**src/rtl/hyperbus_burst_ctrl.sv**
```systemverilog
// HyperBus master: CA phase, fixed/variable initial latency, linear burst read/write,
// byte-masked writes, zero-latency register writes and read timeout recovery.
module hyperbus_burst_ctrl #(
   parameter int TACC_COUNT    = 6,
   parameter int FIXED_LATENCY = 0,
   parameter int MAX_BURST     = 16,
   parameter int RESET_COUNT   = 4,
   parameter int TIMEOUT       = 64,
   parameter int CSHI_COUNT    = 2,
   localparam int LW           = $clog2(MAX_BURST)
) (
   input  logic          clk,
   input  logic          rst,
   input  logic          req_valid,
   output logic          req_ready,
   input  logic          req_we,
   input  logic          req_reg,
   input  logic [31:0]   req_adr,
   input  logic [LW-1:0] req_len_m1,
   input  logic          wdat_valid,
   output logic          wdat_ready,
   input  logic [15:0]   wdat,
   input  logic [1:0]    wmask,
   output logic          rdat_valid,
   output logic [15:0]   rdat,
   output logic          done,
   output logic [1:0]    status,
   output logic          hbus_ck,
   output logic          hbus_rstn,
   output logic          hbus_csn,
   output logic [7:0]    hbus_dq_o,
   output logic          hbus_dq_oe,
   input  logic [7:0]    hbus_dq_i,
   output logic          hbus_rwds_o,
   output logic          hbus_rwds_oe,
   input  logic          hbus_rwds_i
);

   localparam int CW = $clog2(4*TACC_COUNT + RESET_COUNT + CSHI_COUNT + 8);
   localparam int TW = $clog2(TIMEOUT + 1);

   typedef enum logic [2:0] {S_RESET, S_IDLE, S_CMD, S_LAT, S_WRITE, S_READ, S_GAP} state_t;

   state_t          state, state_n;
   logic [CW-1:0]   cnt;
   logic [47:0]     ca_q;
   logic            we_q, reg_q, lat2x;
   logic [LW-1:0]   len_q, wcnt;
   logic            wph;
   logic [7:0]      wlo, rd_hi;
   logic            mlo;
   logic [TW-1:0]   tmo;
   logic            rwds_prev, rwds_edge;
   logic            ck_q;
   logic            fin;
   logic [1:0]      fin_st;
   logic [CW-1:0]   lat_last;

   assign rwds_edge = hbus_rwds_i ^ rwds_prev;
   assign lat_last  = lat2x ? CW'(4*TACC_COUNT - 1) : CW'(2*TACC_COUNT - 1);
   assign hbus_rstn = (state != S_RESET);
   assign hbus_ck   = ck_q;

   always_ff @(posedge clk or posedge rst) begin
      if (rst) state <= S_RESET;
      else     state <= state_n;
   end

   always_comb begin
      state_n      = state;
      req_ready    = 1'b0;
      wdat_ready   = 1'b0;
      hbus_csn     = 1'b1;
      hbus_dq_oe   = 1'b0;
      hbus_rwds_oe = 1'b0;
      hbus_dq_o    = 8'h00;
      hbus_rwds_o  = 1'b0;
      fin          = 1'b0;
      fin_st       = 2'b00;
      case (state)
         S_RESET: if (cnt == CW'(RESET_COUNT - 1)) state_n = S_IDLE;
         S_IDLE: begin
            req_ready = 1'b1;
            if (req_valid) state_n = S_CMD;
         end
         S_CMD: begin
            hbus_csn   = 1'b0;
            hbus_dq_oe = 1'b1;
            hbus_dq_o  = ca_q[47:40];
            if (cnt == CW'(5)) state_n = (we_q && reg_q) ? S_WRITE : S_LAT;
         end
         S_LAT: begin
            hbus_csn = 1'b0;
            if (cnt == lat_last) state_n = we_q ? S_WRITE : S_READ;
         end
         S_WRITE: begin
            hbus_csn     = 1'b0;
            hbus_dq_oe   = 1'b1;
            hbus_rwds_oe = ~reg_q;
            if (!wph) begin
               if (wdat_valid) begin
                  wdat_ready  = 1'b1;
                  hbus_dq_o   = wdat[15:8];
                  hbus_rwds_o = wmask[1];
               end else begin
                  // underrun: mask the dead beat and close the burst
                  hbus_rwds_o = 1'b1;
                  fin         = 1'b1;
                  fin_st      = 2'b10;
                  state_n     = S_GAP;
               end
            end else begin
               hbus_dq_o   = wlo;
               hbus_rwds_o = mlo;
               if (wcnt == len_q) begin
                  fin     = 1'b1;
                  state_n = S_GAP;
               end
            end
         end
         S_READ: begin
            hbus_csn = 1'b0;
            if (rwds_edge) begin
               if (!hbus_rwds_i && wcnt == len_q) begin
                  fin     = 1'b1;
                  state_n = S_GAP;
               end
            end else if (tmo == TW'(1)) begin
               fin     = 1'b1;
               fin_st  = 2'b01;
               state_n = S_GAP;
            end
         end
         S_GAP: if (cnt == CW'(CSHI_COUNT - 1)) state_n = S_IDLE;
         default: state_n = S_RESET;
      endcase
   end

   always_ff @(posedge clk or posedge rst) begin
      if (rst) begin
         cnt        <= '0;
         ca_q       <= '0;
         we_q       <= 1'b0;
         reg_q      <= 1'b0;
         len_q      <= '0;
         lat2x      <= 1'b0;
         wcnt       <= '0;
         wph        <= 1'b0;
         wlo        <= 8'h00;
         mlo        <= 1'b0;
         rd_hi      <= 8'h00;
         tmo        <= '0;
         rwds_prev  <= 1'b0;
         ck_q       <= 1'b0;
         rdat       <= 16'h0000;
         rdat_valid <= 1'b0;
         done       <= 1'b0;
         status     <= 2'b00;
      end else begin
         cnt       <= (state_n != state) ? '0 : cnt + 1'b1;
         rwds_prev <= hbus_rwds_i;
         // CK only runs while staying inside the active phases, so it starts and ends low
         ck_q       <= (state inside {S_CMD, S_LAT, S_WRITE, S_READ} &&
                        state_n inside {S_CMD, S_LAT, S_WRITE, S_READ}) ? ~ck_q : 1'b0;
         rdat_valid <= (state == S_READ) && rwds_edge && !hbus_rwds_i;
         done       <= fin;
         if (fin) status <= fin_st;

         if (state == S_IDLE && req_valid) begin
            ca_q  <= {~req_we, req_reg, 1'b1, req_adr[31:3], 13'h0000, req_adr[2:0]};
            we_q  <= req_we;
            reg_q <= req_reg;
            len_q <= req_len_m1;
         end

         if (state == S_CMD) begin
            ca_q <= ca_q << 8;
            if (cnt == CW'(2)) lat2x <= (FIXED_LATENCY != 0) || hbus_rwds_i;
         end

         if (state == S_CMD || state == S_LAT) begin
            wph  <= 1'b0;
            wcnt <= '0;
            tmo  <= TW'(TIMEOUT);
         end

         if (state == S_WRITE) begin
            if (!wph && wdat_valid) begin
               wph <= 1'b1;
               wlo <= wdat[7:0];
               mlo <= wmask[0];
            end else if (wph) begin
               wph  <= 1'b0;
               wcnt <= wcnt + 1'b1;
            end
         end

         if (state == S_READ) begin
            if (rwds_edge) begin
               tmo <= TW'(TIMEOUT);
               if (hbus_rwds_i) rd_hi <= hbus_dq_i;
               else begin
                  rdat <= {rd_hi, hbus_dq_i};
                  wcnt <= wcnt + 1'b1;
               end
            end else begin
               tmo <= tmo - 1'b1;
            end
         end
      end
   end

endmodule

```
**config.mk**
```make
export PLATFORM = sky130hd
export DESIGN_NAME = hyperbus_burst_ctrl
export DESIGN_NICKNAME = d
export VERILOG_FILES = /design/src/rtl/hyperbus_burst_ctrl.sv
export SDC_FILE = /design/constraint.sdc
export NUM_CORES = 1
export LEC_CHECK = 0
export ABC_CLOCK_PERIOD_IN_PS = 3750
export BUFFER_PORTS_ARGS = -buffer_cell sky130_fd_sc_hd__buf_2
export CAP_MARGIN = 0
export CORE_UTILIZATION = 55
export CTS_CLUSTER_SIZE = 10
export DETAILED_ROUTE_END_ITERATION = 7
export PLACE_DENSITY = 0.8
export SYNTH_ARGS = -nofsm -noshare
export SYNTH_HDL_FRONTEND = slang
export SYNTH_SLANG_ARGS = --single-unit
```
**constraint.sdc**
```tcl
create_clock -name clk -period 3.75 [get_ports clk]
set_clock_uncertainty 0.1 [all_clocks]
set_input_delay 0.375 -clock clk [delete_from_list [all_inputs] [get_ports clk]]
set_output_delay 0.375 -clock clk [all_outputs]
set_load 0.02 [all_outputs]
```
After elaboration in Yosys (flattened, before gate mapping)
Cells that the tools add are included.
{ "classes": {"addsub": 3, "n_mul": 0, "n_div": 0, "magnitude_cmp": 0, "n_eq_ne": 18, "shift": 0, "muxes": 58, "n_bitwise": 5, "n_reduce_logical": 22} }
{ "ops": {"columns": ["operator", "n"], "rows": [
  ["$mux 48", 2],
  ["$mux 3", 12],
  ["$mux 4", 7],
  ["$mux 1", 24],
  ["$mux 7", 3],
  ["$pmux 3 s7", 1],
  ["$mux 8", 2],
  ["$pmux 8 s2", 1],
  ["$eq 3x3->1 const B", 5],
  ["$eq 3x2->1 const B", 4],
  ["$eq 6x2->1 const B", 2],
  ["$reduce_bool 4->1", 2],
  ["$eq 7x1->1 const B", 1],
  ["$logic_and 1x1->1", 7],
  ["$sub 7x1->7 const B", 1],
  ["$add 6x1->6 const B", 1],
  ["$eq 6x1->1 const B", 1],
  ["$eq 6x3->1 const B", 1],
  ["$eq 6x5->1", 1],
  ["$mux 6", 1],
  ["$reduce_and 3->1", 2],
  ["$mux 5", 1],
  ["$add 4x1->4 const B", 1],
  ["$eq 4x4->1", 1],
  ["15 further kinds", 22]
]} }
{ "word_totals": {"regBits": 115, "latchBits": 0, "ram_bits": 0, "rom_bits": 0, "input_bits": 69, "output_inout_bits": 36, "word_cells": 125, "mem_count": 0} }

Longest topological paths before layout
{ "depth": {"word_depth": 9, "depth_mapped": 7, "depth_no_buf": 6} }

Worst setup path before layout
OpenSTA, ideal clock, no wires.
{ "synth_timing": {"kind": "register to output", "start": "register state[0]", "end": "output port hbus_dq_o[0]", "arrival_time_ns": 1.570, "t_required_ns": 3.275, "slack_ns": 1.705, "path_stages_with_launch": 8, "n_path_buf": 2, "cell_sequence": "dfrtp_1 buf_4 nor3b_4 nand2_1 or2_4 inv_6 buf_8 a221o_1"} }
{ "synth_via": {"elab_chain_cells": 2, "word_cells_on_any_way": 3, "classes_between": "2 x eq/ne; 1 x mux"} }
{ "synth_lines": {"columns": ["element", "line_no", "text"], "rows": [
  ["from (decl)", "44", "state_t state, state_n;"],
  ["from (signal assigned)", "66", "else state <= state_n;"],
  ["$eq 3x3->1 / $eq 3x2->1 (equally long branches)", "80", "case (state)"],
  ["$pmux 8 s2 *", "80", null],
  ["to (decl)", "31", "output logic [7:0] hbus_dq_o,"]
]} }
Mark *: on every way between the ends. The rest lies on a longest branch, timed or not.

Final worst setup path
{ "layout_timing": {"start": "register state[2]", "end": "output port hbus_dq_o[6]"} }
Same word-level chain as after synthesis.

==> out/results.txt <==
Crit-path cells - nor3b_4 > nand2_1 > or2_4 > inv_6 > a221o_1 > buf_2
Ys flop type - dfrtp_1
Number of buffers on the longest clock path - 2
Max VDD drop - 0.0003932 V
Syn_area_per_cell - 10.87 um^2
Hold Path Depth - 1
Mapped Area - 5099 um^2
CP max FO - 19
Die Wd - 98.28 um
Max-slew violations - 0
Vias per cell - 5.634
Clock group share of total power - 15.3%
#FFs+latches synth - 105
Int Power - 2.548 mW
Crit-path max cell delay - 0.72 ns
Hold WC Path Type - in -> reg
CP endpoint kind - primary output
CP arrival - 2.38 ns
Core Area - 8848 um^2
Final period utilization - 76.08%
WP buf/inv - 2
Final layout net count - 639
Wire per inst - 15.66 um
Violated checks - design-rule violations
Initial antenna violation count - 0
Height of the die - 98.28 um
RR Startpoint - state[1]$_DFF_PP0_
Vias in the first global route - 3651
Combinational share of power - 39.2%
FF-to-FF setup slack - 1.22 ns
Slowest stage cell, crit path - dfrtp_1
1st-pass router iterations - 7
Postcts setup bufs - 0
IO Port Bufs - 104
Post-synth EDFFs - 0
RR Endpoint - cnt[1]$_DFF_PP0_
Clk slew on worst S/H paths - 0.10 ns
# setup viols final - 0
Gp weighted congestion - 0.8313
Site Rows - 34
Clock latency on the worst-skew pair - 0.36 ns
DRC Markers - 10
Fmax - 350.5 MHz
Outcome - finished with violations
Cell area after layout - 5814 um^2
Most frequent cells in the layout - dfrtp_1 (105), buf_2 (104), nand2_1 (72), o21ai_0 (39), mux2_2 (33)
Initial Utilization - 57.62%
Switching power - 1.722 mW
R2r worst-path depth - 4
Post-synth cell types - 55
CTS tree - yes
Most common cell after layout, fill and taps aside - dfrtp_1
Syn nets - 548
Root Buffer Master - clkbuf_8
Routed via count - 3792
Yosys warnings - 0
Family with the most delay on the worst path - simple AND/OR/NAND/NOR gates
Sequential area share after synthesis - 51.53%
GR Util All Layers - 22.60%
CTS Hold Buffers Added - 0
Final hold violations - 0
Largest net degree at the start of global routing - 93
Resized cells post-CTS - 0
WL final - 10540 um
Final ANT Viol Nets - 0
Switching share of power - 40.33%
First-pass GRT wire length - 17560 um
Post-Syn Instances - 469
Ant. Diodes - 0
H-tree Lvls - 3
Max-slew headroom - 25.81%
Hold-critical path endpoint - rwds_prev$_DFF_PP0_
Die area - 9659 um^2
Area after DPL - 5634 um^2
Layout cells sized above 1 - 29.73%
DRT iter0 DRCs - 307
Area grow syn2layout - 14.04%
Clk sinks - 105
DP HPWL - 7521 um
TNS Setup - 0 ns
I/O pins - 105
Hold Crit Start - hbus_rwds_i
Crit. Startpoint - state[2]$_DFF_PP0_
Fillers - 704
Worst Max-Slew Pin Slew - 1.113 ns
Startpoint Class - register
Max-cap viol count - 0
Power, Total - 4.270 mW
Grt ovf - 0
PD cells - 734.5 nW/um^2
Worst EP required - 3.27 ns
RSZ-0062 raised after global routing - false
Post-synth ARST share - 100.0%
Sequential Power Share - 45.6%
Final Critical Period - 2.853 ns
CP Class - reg -> out
CTS Buf Count - 9
Lkg Pwr - 2.983 nW
state kept, by name (all words and copies together), names as in the netlist, 2 cells and up:
name / count
rdat: 16
wcnt: 4
state: 3
rd_hi: 8
wlo: 8
status: 2
tmo: 7
cnt: 6
len_q: 4
ca_q: 38
worst max path at each step:
stage                           end  slack (ns)  cells after the start
2_1_floorplan   ca_q[0]$_DFFE_PP0P_        0.51                      1
3_3_place_gp   ca_q[47]$_DFFE_PP0P_        1.40                      4
3_5_place_dp       cnt[1]$_DFF_PP0_        1.24                      4
4_1_cts                hbus_dq_o[6]        0.90                      3
5_1_grt                hbus_dq_o[2]        0.74                      3
6_report               hbus_dq_o[6]        0.90                      6
layout make-up:
class	count	area (um^2)	area share, %
sequential	105	2628	45.19
multi-input combinational	323	2268	39.01
timing repair buffer	107	543.0	9.339
tap	108	135.1	2.324
clock buffer	10	127.6	2.195
inverter	14	60.06	1.033
clock inverter	6	52.55	0.9038
cells by family (layout without fill, tap and decap cells):
group / count (synthesis) / in the layout / synth area share (%)
AO/OA/AOI/OAI: 89 / 89 / 11.41
XOR/XNOR: 9 / 9 / 1.546
adder cells (fa/ha/maj): 10 / 10 / 2.454
buffers and inverters: 41 / 137 / 4.393
flip-flops: 105 / 105 / 51.53
multiplexers: 61 / 61 / 12.81
AND/OR/NAND/NOR: 154 / 154 / 15.85
power groups by stage:
stage | registers (mW) | clock network [mW] | logic (mW)
2_1_floorplan | 1.89 | 0 | 1.28
3_3_place_gp | 1.93 | 0 | 1.62
3_5_place_dp | 1.96 | 0 | 1.68
4_1_cts | 1.94 | 0.668 | 1.68
5_1_grt | 2.00 | 0.708 | 1.86
6_report | 1.95 | 0.653 | 1.67
layer usage:
| layer | GRT usage, % | routed length (um) | vias to the layer above |
|---|---|---|---|
| met3 | 4.080 | 638 | 12 |
| met1 | 32.81 | 4881 | 1812 |
| met2 | 34.34 | 4891 | 116 |
| li1 | - | - | 1852 |
| met5 | 0 | 0 | - |
| met4 | 7.922 | 129 | 0 |
per-stage QoR:
stage                     std cells  hold slack [ns]  setup WS [ns]  utilization [%]
after floorplan                 469           0.3064         0.5145                -
after global placement          657           0.3567          1.403            63.67
after detailed placement        657           0.3682          1.243            63.67
after CTS                       673          0.08467         0.9023            65.71
after global routing            673          0.08576         0.7352            65.71
final                           673          0.09391         0.8969            65.71
synth_stat cells, types with 10 or more instances:
master / count / area share, %
ha_1: 10 / 2.5
dfrtp_1: 105 / 52
a21oi_1: 16 / 1.6
mux2_2: 33 / 7.3
inv_1: 13 / 0.96
and3_1: 11 / 1.3
buf_2: 10 / 0.98
o21ai_0: 39 / 3.8
nand2_1: 72 / 5.3
mux2i_1: 27 / 5.3
nor2_1: 14 / 1.0
Power figures use the tool's default switching activity.
